<file path="src/rtl/bypass_tag_pipe_if.sv">
// Handshake bundle between the F/D latch, hazard unit and bypass-tag pipe.
// Carries the decoded tags down the pipe plus the perf counters.
interface bypass_tag_pipe_if #(
    parameter int CNT_W = 16
);
    logic [31:0]      fd_insn;
    logic             fd_valid;
    logic             stall;
    logic             flush;
    logic [31:0]      dx_tag;
    logic [31:0]      xm_tag;
    logic [31:0]      mw_tag;
    logic [CNT_W-1:0] stall_count;
    logic [CNT_W-1:0] flush_count;

    modport master (
        output fd_insn, fd_valid, stall, flush,
        input  dx_tag, xm_tag, mw_tag, stall_count, flush_count
    );

    modport slave (
        input  fd_insn, fd_valid, stall, flush,
        output dx_tag, xm_tag, mw_tag, stall_count, flush_count
    );
endinterface

</file>
<file path="src/rtl/bypass_tag_pipe.sv">
// Decodes the F/D instruction into a bypass word and carries it down
// D/X, X/M, M/W with load-use stall, flush and saturating perf counters.
module bypass_tag_pipe #(
    parameter int CNT_W = 16
) (
    input  logic               clock,
    input  logic               reset,
    bypass_tag_pipe_if.slave   bus
);
    localparam logic [4:0] OP_R    = 5'b00000;
    localparam logic [4:0] OP_J    = 5'b00001;
    localparam logic [4:0] OP_BNE  = 5'b00010;
    localparam logic [4:0] OP_JAL  = 5'b00011;
    localparam logic [4:0] OP_JR   = 5'b00100;
    localparam logic [4:0] OP_ADDI = 5'b00101;
    localparam logic [4:0] OP_BLT  = 5'b00110;
    localparam logic [4:0] OP_SW   = 5'b00111;
    localparam logic [4:0] OP_LW   = 5'b01000;
    localparam logic [4:0] OP_SETX = 5'b10101;
    localparam logic [4:0] OP_BEX  = 5'b10110;

    logic [4:0]  w_op, w_rd, w_rs, w_rt, w_aluop;
    logic [4:0]  w_a, w_b, w_w;
    logic        w_wr, w_jr, w_lw, w_sw, w_w30;
    logic        w_rwe;
    logic [31:0] w_dec;

    logic [31:0]      r_dx, r_xm, r_mw;
    logic [CNT_W-1:0] r_stall_cnt, r_flush_cnt;

    assign w_op    = bus.fd_insn[31:27];
    assign w_rd    = bus.fd_insn[26:22];
    assign w_rs    = bus.fd_insn[21:17];
    assign w_rt    = bus.fd_insn[16:12];
    assign w_aluop = bus.fd_insn[6:2];

    always_comb begin
        w_a   = 5'd0;
        w_b   = 5'd0;
        w_w   = 5'd0;
        w_wr  = 1'b0;
        w_jr  = 1'b0;
        w_lw  = 1'b0;
        w_sw  = 1'b0;
        w_w30 = 1'b0;
        case (w_op)
            OP_R: begin
                w_a   = w_rs;
                w_b   = w_rt;
                w_w   = w_rd;
                w_wr  = 1'b1;
                w_w30 = (w_aluop == 5'd0) || (w_aluop == 5'd1);
            end
            OP_ADDI: begin
                w_a   = w_rs;
                w_w   = w_rd;
                w_wr  = 1'b1;
                w_w30 = 1'b1;
            end
            OP_LW: begin
                w_a  = w_rs;
                w_w  = w_rd;
                w_wr = 1'b1;
                w_lw = 1'b1;
            end
            OP_SW: begin
                w_a  = w_rs;
                w_b  = w_rd;
                w_sw = 1'b1;
            end
            OP_BNE, OP_BLT: begin
                w_a = w_rd;
                w_b = w_rs;
            end
            OP_JR: begin
                w_a  = w_rd;
                w_jr = 1'b1;
            end
            OP_JAL: begin
                w_w  = 5'd31;
                w_wr = 1'b1;
            end
            OP_SETX: begin
                w_w  = 5'd30;
                w_wr = 1'b1;
            end
            OP_BEX: w_a = 5'd30;
            OP_J:   w_a = 5'd0;
            default: w_a = 5'd0;
        endcase
    end

    // Writes to $0 are architecturally dropped, so never advertise them.
    assign w_rwe = w_wr && (w_w != 5'd0);

    assign w_dec = bus.fd_valid
        ? {w_w30, w_sw, w_lw, 8'd0, 1'b1, w_jr, w_rwe, 3'd0, w_w, w_b, w_a}
        : 32'd0;

    always_ff @(posedge clock) begin
        if (reset) begin
            r_dx <= 32'd0;
            r_xm <= 32'd0;
            r_mw <= 32'd0;
        end else if (bus.flush) begin
            r_dx <= 32'd0;
            r_xm <= r_dx;
            r_mw <= r_xm;
        end else if (bus.stall) begin
            r_xm <= 32'd0;
            r_mw <= r_xm;
        end else begin
            r_dx <= w_dec;
            r_xm <= r_dx;
            r_mw <= r_xm;
        end
    end

    always_ff @(posedge clock) begin
        if (reset) begin
            r_stall_cnt <= '0;
            r_flush_cnt <= '0;
        end else begin
            if (bus.stall && !bus.flush && (r_stall_cnt != '1))
                r_stall_cnt <= r_stall_cnt + 1'b1;
            if (bus.flush && (r_flush_cnt != '1))
                r_flush_cnt <= r_flush_cnt + 1'b1;
        end
    end

    assign bus.dx_tag      = r_dx;
    assign bus.xm_tag      = r_xm;
    assign bus.mw_tag      = r_mw;
    assign bus.stall_count = r_stall_cnt;
    assign bus.flush_count = r_flush_cnt;
endmodule

</file>
<file path="src/flat_wrapper.sv">
// flat-port wrapper written by rule: the top's interface ports become plain ports
module bypass_tag_pipe_flat 
#(
    parameter int CNT_W = 16
)
  (clock, reset, bus_fd_insn, bus_fd_valid, bus_stall, bus_flush, bus_dx_tag, bus_xm_tag, bus_mw_tag, bus_stall_count, bus_flush_count);
  bypass_tag_pipe_if #(.CNT_W(CNT_W)) bus_i ();
  input  logic clock;
  input  logic reset;
  input wire logic [$bits(bus_i.fd_insn)-1:0] bus_fd_insn;
  input wire logic [$bits(bus_i.fd_valid)-1:0] bus_fd_valid;
  input wire logic [$bits(bus_i.stall)-1:0] bus_stall;
  input wire logic [$bits(bus_i.flush)-1:0] bus_flush;
  output wire logic [$bits(bus_i.dx_tag)-1:0] bus_dx_tag;
  output wire logic [$bits(bus_i.xm_tag)-1:0] bus_xm_tag;
  output wire logic [$bits(bus_i.mw_tag)-1:0] bus_mw_tag;
  output wire logic [$bits(bus_i.stall_count)-1:0] bus_stall_count;
  output wire logic [$bits(bus_i.flush_count)-1:0] bus_flush_count;
  assign bus_i.fd_insn = bus_fd_insn;
  assign bus_i.fd_valid = bus_fd_valid;
  assign bus_i.stall = bus_stall;
  assign bus_i.flush = bus_flush;
  assign bus_dx_tag = bus_i.dx_tag;
  assign bus_xm_tag = bus_i.xm_tag;
  assign bus_mw_tag = bus_i.mw_tag;
  assign bus_stall_count = bus_i.stall_count;
  assign bus_flush_count = bus_i.flush_count;
  bypass_tag_pipe #(.CNT_W(CNT_W)) u_core (.clock(clock), .reset(reset), .bus(bus_i));
endmodule
</file>
<file path="config.mk">
export PLATFORM = sky130hd
export DESIGN_NAME = bypass_tag_pipe_flat
export DESIGN_NICKNAME = d
export VERILOG_FILES = /design/src/rtl/bypass_tag_pipe_if.sv /design/src/rtl/bypass_tag_pipe.sv /design/src/flat_wrapper.sv
export SDC_FILE = /design/constraint.sdc
export NUM_CORES = 1
export LEC_CHECK = 0
export BUFFER_PORTS_ARGS = -buffer_cell sky130_fd_sc_hd__buf_4
export CELL_PAD_IN_SITES_DETAIL_PLACEMENT = 2
export CELL_PAD_IN_SITES_GLOBAL_PLACEMENT = 2
export CORE_ASPECT_RATIO = 0.8
export CORE_MARGIN = 2
export CORE_UTILIZATION = 25
export CTS_CLUSTER_DIAMETER = 40
export DETAILED_ROUTE_END_ITERATION = 16
export PLACE_DENSITY = 0.85
export SLEW_MARGIN = 30
export SYNTH_ARGS = -nofsm -noshare
export SYNTH_HDL_FRONTEND = slang
export SYNTH_SLANG_ARGS = --single-unit
</file>
<file path="constraint.sdc">
create_clock -name clock -period 1.9 [get_ports clock]
set_input_delay 0.19 -clock clock [delete_from_list [all_inputs] [get_ports clock]]
set_output_delay 0.19 -clock clock [all_outputs]
set_load 0.005 [all_outputs]
</file>
==> results of run 1 <==
## kinds of logic (layout without fill, tap and decap cells)
group,Yosys count,count (layout)
simple gates,205,205
compound gates,109,109
flops,95,95
buf+inv,62,179
mux,3,3
fa+ha+maj,2,2
other cells,1,33
## what timing repair did
item | CTS | global route
buffers inserted | 0 | 0
setup endpoints to repair | 1 | 5
gates resized for setup | 1 | 5
gates cloned | 0 | 0
hold endpoints to repair | 0 | 0
## registers in the layout, summed over array words and instances, names as in the netlist
| register | count |
|---|---|
| u_core.bus.mw_tag | 21 |
| u_core.bus.flush_count | 16 |
| u_core.bus.xm_tag | 21 |
| u_core.bus.dx_tag | 21 |
| u_core.bus.stall_count | 16 |
## layout make-up
type	instances	area (um^2)	share of cell area, %
Tap cell	220	275.3	4.778
Clock inverter	7	73.82	1.281
Timing Repair Buffer	159	1194	20.72
Multi-Input combinational cell	352	2076	36.03
Clock buffer	9	225.2	3.910
Sequential cell	95	1902	33.01
Inverter	4	15.01	0.2606
## metal layers
layer / global-route usage (%) / vias to the layer above / part of all wire, %
met5: 0 / - / 0
met4: 5.476 / 0 / 1.6
met3: 2.966 / 15 / 4.0
met2: 30.67 / 101 / 52
met1: 19.85 / 2003 / 42
li1: - / 1965 / -
## worst max-delay path: stages, from the launching register on
cell and delay (ns):
dfxtp_1 0.41, nand4_2 0.14, or3_4 0.43, nor4b_1 0.41, mux2_2 0.38
## cells in the final DEF, fill, tap and decap left out, types with 3 or more instances in the layout
cell,synthesis,routed
a21oi_1,32,31
a221o_1,5,5
a22oi_1,11,11
a31oi_1,4,4
a32oi_1,6,6
and2_1,23,23
and3_1,6,5
buf_4,33,159
clkbuf_16,0,9
conb_1,1,33
dfxtp_1,95,95
inv_1,4,4
nand2_1,31,31
nand2b_1,7,7
nand3_1,12,12
nand4_1,9,9
nor2_1,24,23
nor2b_1,34,34
nor3_1,17,17
nor4_1,5,4
o21ai_0,24,24
o22ai_1,4,4
o31ai_1,7,7
o41ai_1,4,4
or2_2,3,3
or3_1,12,11
or4_1,10,10
## how the worst max path moves through the flow
stage	end	slack [ns]	depth (start not counted)	start
floorplan	u_core.bus.flush_count[13]	0.03	5	u_core.bus.flush_count[3]
global placement	u_core.bus.flush_count[13]	0.16	4	u_core.bus.flush_count[6]
detailed placement	u_core.bus.stall_count[10]	0.06	5	u_core.bus.stall_count[0]
CTS	u_core.bus.stall_count[10]	0.003	5	u_core.bus.stall_count[1]
global route	u_core.bus.flush_count[13]	-0.02	4	u_core.bus.flush_count[6]
finish	u_core.bus.flush_count[13]	0.02	4	u_core.bus.flush_count[6]
## power groups by stage
stage | Sequential [uW] | Combinational, uW | Clock (uW)
after detailed placement | 2060 | 292 | 0
after CTS | 2020 | 295 | 1870
final | 2020 | 295 | 1810
after global placement | 2060 | 278 | 0
after floorplan | 2070 | 186 | 0
after global routing | 2020 | 328 | 1960
## stage by stage
step	cells	total power, uW
floorplan	509	2252
global placement	830	2339
detailed placement	830	2355
CTS	846	4185
global route	846	4302
finish	846	4119
==> impl_results.md, run 1 <==
* Unrepaired setup endpoints after global routing: true
* Sequential share of the synthesized area at 45.35%
* Total wire length at 14,910 um
* P_int at 3055 uW
* PwrDens at 715.1 nW/um^2
* Vias in the first global route at 4,328
* Synth area leaders: dfxtp_1 45%, buf_4 5.9%, nor2b_1 5.1%
* Synth Area per Inst at 8.792 um^2
* Largest family of logic cells by synthesized area: simple AND/OR/NAND/NOR gates
* Layout Nets at 660
* Mux cell area share after synthesis at 0.7757%
* Die X-Extent at 148.8 um
* Fin Clk Skew at 0.005818 ns
* HP Start: bus_fd_insn[16]
* Routed via count at 4,084
* Fin. max-slew vios at 0
* N_diodes at 0
* Crit path DAT at 2.12 ns
* CTS tree: yes
* Sw Pwr at 1065 uW
* Starting DRT DRC Count at 142
* Post-Synth Adder-Cell Area at 0.5967%
* Worst-path maximum fanout at 4
* Die ar. at 17,830 um^2
* Cell Area, Synth at 4194 um^2
* CP Launch Type: flip-flop
* All-Layer GR Usage at 16.78%
* Initial antenna violation count at 0
* Xor/xnor share of the synthesized area at 0%
* Tcrit/Tclk final at 98.82%
* Clock Path Buffers at 2
* R2R depth at 4
* Power share of the sequential group at 49.0%
* Critical path class: reg2reg
* Post-layout minimum cycle time at 1.878 ns
* Final Hold Viols at 0
* Type of the most critical hold path: in2reg
* Final setup viols at 0
* RR Startpoint: u_core.bus.flush_count[6]
* Detail Placement HPWL at 11,750 um
* Synth top area share at 45.35%
* Most frequent cell after synthesis: dfxtp_1
* Pre-CTS setup slack at 0.06084 ns
* Layout cells sized above 1 at 30.67%
* Critical Path End Type: flip-flop
* Warnings from Yosys at 0
* Ys async rst share at 0%
* Cells after synthesis at 477
* Worst skew pair latency at 0.35 ns
* Synth Area in Compound Gates at 16.80%
* Setup ws final at 0.02238 ns
* Peak supply drop at 0.0004310 V
* Simple-gate share of the synthesized area at 27.80%
* DRC at 0
* PortBufs at 123
* Post-route cell area at 5761 um^2
* Hold Path Cell Cnt at 3
* Final Core Density at 34.91%
* H-tree depth at 3
* Drt first pass iters at 4
* Via-to-Cell Ratio at 4.827
* Routed Antenna Nets at 0
* Gr ovfl total at 0
* Clock sinks at 95
* I/O Pins at 165
* Post-synth EDFFs at 0
* Cell taking the most area after synthesis: dfxtp_1
* Synth cell types at 50
* Worst R2R End: u_core.bus.flush_count[13]
* Setup TNS at 0 ns
* FP Rows at 42
* Clock buffer count from CTS at 9
* WHS Endpoint: u_core.bus.dx_tag[9]
* Initial Util at 25.42%
* Most used DFF post-synth: dfxtp_1
* Routed wire per std cell at 17.62 um
* Filler instances at 1,904
* Post-synth top cells: 95 x dfxtp_1, 34 x nor2b_1, 33 x buf_4
* Clk pin slew, worst setup/hold paths at 0.08 ns
* Largest net degree at the start of global routing at 51
* Worst path required time at 2.14 ns
* Seq cells post-synth at 95
* Max-capacitance violation count at 0
* First-pass GRT wire length at 23,560 um
* Worst-margin pin slew at 0.6462 ns
* Leak Pwr at 0.002351 uW
* Cts hold-fix bufs at 0
* Area Overhead vs Synth at 37.35%
* Slew margin rel. at 56.88%
* Die Height at 119.9 um
* Root Buffer: clkbuf_16
* Reg2reg setup slack at 0.02 ns
* Gpl congestion at 0.8803
* Final hold slack at 0.07100 ns
* Placement Cell Area at 5440 um^2
* Status: completed
* Area of the core at 16,500 um^2
* Logic pwr share at 7.2%
* Sw Ratio at 25.84%
* Max Freq at 532.6 MHz
* Clock power frac at 43.9%
(Power assumes the default switching activity.)
==> inputs of run 2 (changes only) <==
Settings changed: CORE_UTILIZATION 25 to 29, PLACE_DENSITY 0.85 to 0.93.
Clock period 1.9 ns to 2.3 ns, I/O delays scaled along.
==> run 2 against run 1 <==
Maximum frequency is 10% lower. Clock skew is 0.0014 ns higher. Clock-buffer cell count is 1 higher. Non-clock buffer count is 25 lower. First-iteration DRC count is 41% higher. Largest power group unchanged.
==> impl_results.md, run 2 (same netlist as run 1, synthesis figures left out) <==
* Logic pwr share at 6.6% (-0.6 points)
* Worst skew pair latency at 0.35 ns (about the same)
* Top Usage Layer GRT: met2
* Clock buffer count from CTS at 9 (unchanged)
* Commonest non-fill, non-tap cell in the layout: buf_4
* Max Freq at 478.9 MHz (-10%)
* Final setup viols at 0 (unchanged)
* Post-CTS setup buffer count at 0 (unchanged)
* H-tree depth at 3 (unchanged)
* Status: completed
* Setup TNS at 0 ns (unchanged)
* Met2 usage at 33.00% (+2.3 points)
* Slowest-stage cell, CP: or4_1
* Detail Placement HPWL at 10,720 um (-8.8%)
* Type of the most critical hold path: in2reg
* Starting DRT DRC Count at 200 (+41%)
* Layout cells sized above 1 at 26.79% (-3.9 points)
* Clock power frac at 44.1% (+0.2 points)
* Met3 Use GR at 5.032% (+2.1 points)
* Sw Ratio at 25.25% (-0.59 points)
* Sw Pwr at 856.3 uW (-20%)
* Initial antenna violation count at 0 (unchanged)
* Die X-Extent at 138.5 um (-7.0%)
* Gr ovfl total at 0 (unchanged)
* All-Layer GR Usage at 18.38% (+1.6 points)
* Routed via count at 4,013 (-1.7%)
* First-pass GRT wire length at 22,870 um (-2.9%)
* CTS tree: yes
* Clock sinks at 95 (unchanged)
* Max-capacitance violation count at 0 (unchanged)
* PwrDens at 616.2 nW/um^2 (-14%)
* Slew margin rel. at 54.66% (-2.2 points)
* Largest stage delay, worst path at 0.58 ns (+0.15 ns)
* Power share of the sequential group at 49.4% (+0.4 points)
* Unrepaired setup endpoints after global routing: false
* DRC at 0 (unchanged)
* Total wire length at 14,140 um (-5.2%)
* Initial Util at 29.54% (+4.1 points)
* Tcrit/Tclk final at 90.78% (-8.0 points)
* Clk pin slew, worst setup/hold paths at 0.07 ns (about the same)
* Worst path required time at 2.58 ns (+0.44 ns)
* Cts hold-fix bufs at 0 (unchanged)
* Most frequent cells in the layout: 134 x buf_4, 95 x dfxtp_1, 34 x nor2b_1, 33 x conb_1, 32 x a21oi_1
* Layout Nets at 635 (-3.8%)
* Fin Clk Skew at 0.007235 ns (+0.001416 ns)
* Die ar. at 15,450 um^2 (-13%)
* Root Buffer: clkbuf_16
* Clock Path Buffers at 2 (unchanged)
* Vias in the first global route at 4,206 (-2.8%)
* Final Hold Viols at 0 (unchanged)
* Routed Antenna Nets at 0 (unchanged)
* Via-to-Cell Ratio at 5.112 (+5.9%)
* Drt first pass iters at 4 (unchanged)
* P_int at 2535 uW (-17%)
* Worst-path maximum fanout at 9 (+5)
* Die Height at 111.6 um (-6.9%)
* Largest net degree at the start of global routing at 61 (+20%)
* Leak Pwr at 0.002225 uW (-5.4%)
* FP Rows at 39 (-7.1%)
* Routed wire per std cell at 18.01 um (+2.2%)
* Fin. max-slew vios at 0 (unchanged)
* Crit-path cells: nand4_2, or3_1, or4_1, a21oi_1
* Post-layout minimum cycle time at 2.088 ns (+0.2103 ns)
* Peak supply drop at 0.0006847 V (+59%)
* PostCTS Resize Cnt at 0 (-1)
* Final hold slack at 0.1090 ns (+0.03801 ns)
* PortBufs at 123 (unchanged)
* Gpl congestion at 0.8657 (-1.7%)
* N_diodes at 0 (unchanged)
* CP Launch Type: flip-flop
* Area of the core at 14,200 um^2 (-14%)
* Worst-margin pin slew at 0.6738 ns (+0.02767 ns)
* Critical Path End Type: flip-flop
* Area Overhead vs Synth at 31.21%
* Crit path DAT at 2.37 ns (+0.25 ns)
* GRT met1 Usage at 21.91% (+2.1 points)
* Critical path class: reg2reg
* I/O Pins at 165 (unchanged)
run 2: worst max-delay path, delay by kind of cell, from the launching register on:
kind,cells,cell delay [ns]
AOI/OAI and AO/OA,1,0.18
and+or+nand+nor,3,1.37
DFF,1,0.45
run 2: worst paths after layout:
path / startpoint / cells past startpoint / slack (ns) / endpoint
max reg2reg: u_core.bus.stall_count[7] / 4 / 0.21 / u_core.bus.stall_count[13]
max: u_core.bus.stall_count[7] / 4 / 0.21 / u_core.bus.stall_count[13]
min: bus_fd_insn[15] / 3 / 0.11 / u_core.bus.dx_tag[8]
min reg2reg: u_core.bus.xm_tag[31] / 1 / 0.46 / u_core.bus.mw_tag[31]
run 2: per-stage QoR:
step / worst slack, ns / std cells / util (%) / power [uW] / instance area [um^2]
global placement: 0.3978 / 769 / 36.66 / 1918 / 5205
global route: 0.1011 / 785 / 38.75 / 3548 / 5503
CTS: 0.2035 / 785 / 38.73 / 3443 / 5500
floorplan: 0.4285 / 509 / - / 1860 / 4314
detailed placement: 0.2594 / 769 / 36.66 / 1932 / 5205
finish: 0.2121 / 785 / 38.75 / 3391 / 5503
run 2: area by class of cell:
cell class / count / area (um^2)
clock inverters: 6 / 56.30
inverters: 4 / 15.01
multi-input cells: 352 / 2054
repair buffers: 134 / 1006
clock buffers: 10 / 239.0
well taps: 184 / 230.2
flip-flops and latches: 95 / 1902
fillers: 1595 / 8697
run 2: power by group through the flow:
stage / logic (uW) / clock network (uW) / registers, uW
6_report: 222 / 1490 / 1670
5_1_grt: 247 / 1620 / 1680
4_1_cts: 221 / 1550 / 1670
3_5_place_dp: 220 / 0 / 1710
3_3_place_gp: 208 / 0 / 1710
2_1_floorplan: 153 / 0 / 1710
run 2: per-layer routing:
| metal | vias to the layer above | wire [um] | share of wire, % |
|---|---|---|---|
| met1 | 1998 | 6000 | 42 |
| met5 | - | 0 | 0 |
| li1 | 1905 | - | - |
| met2 | 99 | 7377 | 52 |
| met3 | 11 | 620 | 4.4 |
| met4 | 0 | 137 | 0.97 |
==> inputs of run 3 (changes only) <==
Settings changed: PLACE_DENSITY 0.93 to 0.94, SKIP_CTS_REPAIR_TIMING from default to 1.
==> run 3 against run 2 <==
Global-route usage decreased by 0.21 points. Clock skew decreased by 0.0019 ns. Worst setup slack improved by 0.0044 ns. Critical endpoint is now u_core.bus.stall_count[15]. Largest cell class unchanged.
==> impl_results.md, run 3 (same netlist as run 1, synthesis figures left out) <==
* Vias in the first global route at 4,314 (+2.6%)
* Fin Clk Skew at 0.005381 ns (-0.001854 ns)
* CP Buf/Inv Count at 0 (unchanged)
* PwrDens at 649.9 nW/um^2 (+5.5%)
* First-pass GRT wire length at 22,890 um (+0.12%)
* Max Freq at 480.0 MHz (+0.21%)
* Layout Nets at 636 (+0.16%)
* Crit-path leading delay family: simple AND/OR/NAND/NOR gates
* Gr ovfl total at 0 (unchanged)
* Peak supply drop at 0.0004340 V (-37%)
* Placement Cell Area at 5215 um^2 (+0.19%)
* Leak Pwr at 0.002253 uW (+1.3%)
* Clock buffer count from CTS at 9 (unchanged)
* Area Overhead vs Synth at 32.43%
* Tcrit/Tclk final at 90.59% (-0.19 points)
* Fin. max-slew vios at 0 (unchanged)
* Initial Util at 29.54% (unchanged)
* Worst-margin pin slew at 0.7972 ns (+0.1234 ns)
* I/O Pins at 165 (unchanged)
* Layout cells sized above 1 at 26.91% (+0.12 points)
* H-tree depth at 3 (unchanged)
* Post-route cell area at 5554 um^2 (+0.93%)
* Routed Antenna Nets at 0 (unchanged)
* Gpl congestion at 0.8102 (-6.4%)
* Clock Path Buffers at 2 (unchanged)
* Final setup viols at 0 (unchanged)
* FP Rows at 39 (unchanged)
* Worst-path maximum fanout at 9 (unchanged)
* Routed via count at 4,037 (+0.60%)
* PortBufs at 123 (unchanged)
* Clock sinks at 95 (unchanged)
* Die Height at 111.6 um (unchanged)
* Type of the most critical hold path: in2reg
* Worst skew pair latency at 0.35 ns (about the same)
* Most frequent cells in the layout: 135 x buf_4, 95 x dfxtp_1, 34 x nor2b_1, 33 x conb_1, 32 x a21oi_1
* Crit-path cells: nand4_2, or3_1, o41ai_1, a21oi_1
* Area of the core at 14,200 um^2 (unchanged)
* Root Buffer: clkbuf_16
* N_diodes at 0 (unchanged)
* DRC at 0 (unchanged)
* Worst path required time at 2.51 ns (-0.07 ns)
* Commonest non-fill, non-tap cell in the layout: buf_4
* Filler instances at 1,575 (-1.3%)
* All-Layer GR Usage at 18.17% (-0.21 points)
* Post-layout minimum cycle time at 2.084 ns (-0.004408 ns)
* Die ar. at 15,450 um^2 (unchanged)
* Largest net degree at the start of global routing at 35 (-43%)
* Status: completed
* Critical path class: reg2reg
* Unrepaired setup endpoints after global routing: false
* Crit path DAT at 2.30 ns (-0.07 ns)
* Max-capacitance violation count at 0 (unchanged)
* Clk pin slew, worst setup/hold paths at 0.07 ns (about the same)
* Via-to-Cell Ratio at 5.136 (+0.47%)
* CTS tree: yes
* Slew margin rel. at 46.74% (-7.9 points)
* Detail Placement HPWL at 10,720 um (about the same)
* Routed wire per std cell at 18.16 um (+0.88%)
* Starting DRT DRC Count at 207 (+3.5%)
* Drt first pass iters at 4 (unchanged)
* Setup TNS at 0 ns (unchanged)
* Die X-Extent at 138.5 um (unchanged)
* Final Hold Viols at 0 (unchanged)
* Critical Path End Type: flip-flop
* Largest stage delay, worst path at 0.57 ns (about the same)
* Total wire length at 14,280 um (+1.0%)
* CP Launch Type: flip-flop
* Initial antenna violation count at 0 (unchanged)
* Slowest-stage cell, CP: or3_1
==> run 3: changes by cell type in the layout (fill, tap and decap cells not counted), sizes merged <==
cell | previous run | this run
bufinv | 0 | 2
clkinvlp | 1 | 0
clkinv | 0 | 1
buf | 134 | 135
inv | 9 | 7
==> run 3: tightest hold or removal path: stages <==
cell and delay (ns):
buf_4 0.08, a22oi_1 0.05, o21ai_0 0.06
==> run 3: per-layer routing <==
metal | share of wire (%) | global-route usage, % | up-vias | routed length [um]
met5 | 0 | 0 | - | 0
met4 | 1.3 | 4.898 | 0 | 189
met3 | 4.4 | 4.086 | 16 | 622
met2 | 52 | 33.47 | 99 | 7413
met1 | 42 | 21.30 | 2027 | 6052
li1 | - | - | 1895 | -
==> run 3: final timing paths <==
| path | start | endpoint | slack (ns) | cells past startpoint |
|---|---|---|---|---|
| min reg2reg | u_core.bus.xm_tag[19] | u_core.bus.mw_tag[19] | 0.47 | 1 |
| max | u_core.bus.stall_count[9] | u_core.bus.stall_count[15] | 0.22 | 4 |
| max reg2reg | u_core.bus.stall_count[9] | u_core.bus.stall_count[15] | 0.22 | 4 |
| min | bus_fd_insn[15] | u_core.bus.dx_tag[8] | 0.11 | 3 |
==> run 3: layout make-up <==
cell class,count,area (um^2),area share (%)
Multi-Input combinational cell,352,2054,36.99
Sequential cell,95,1902,34.24
Timing Repair Buffer,135,1013,18.25
Clock buffer,10,239.0,4.303
Tap cell,184,230.2,4.145
Clock inverter,6,100.1,1.802
Inverter,4,15.01,0.2703
==> run 3: power breakdown <==
group	switching [uW]	internal (uW)	leakage [uW]
Sequential	18.0	1660	0.000766
Clock	708	1000	0.000167
Combinational	135	88.1	0.00132
Total	861	2750	0.00225
==> run 3: metrics by stage <==
| stage | hold slack, ns | util (%) | worst slack, ns | cells | power [uW] |
|---|---|---|---|---|---|
| finish | 0.1062 | 39.11 | 0.2165 | 786 | 3610 |
| detailed placement | 0.4625 | 36.73 | 0.2304 | 770 | 1933 |
| CTS | 0.09465 | 39.11 | 0.2393 | 786 | 3647 |
| global placement | 0.4507 | 36.71 | 0.3566 | 770 | 1918 |
| global route | 0.1044 | 39.11 | 0.09474 | 786 | 3745 |
| floorplan | 0.3610 | - | 0.4285 | 509 | 1860 |
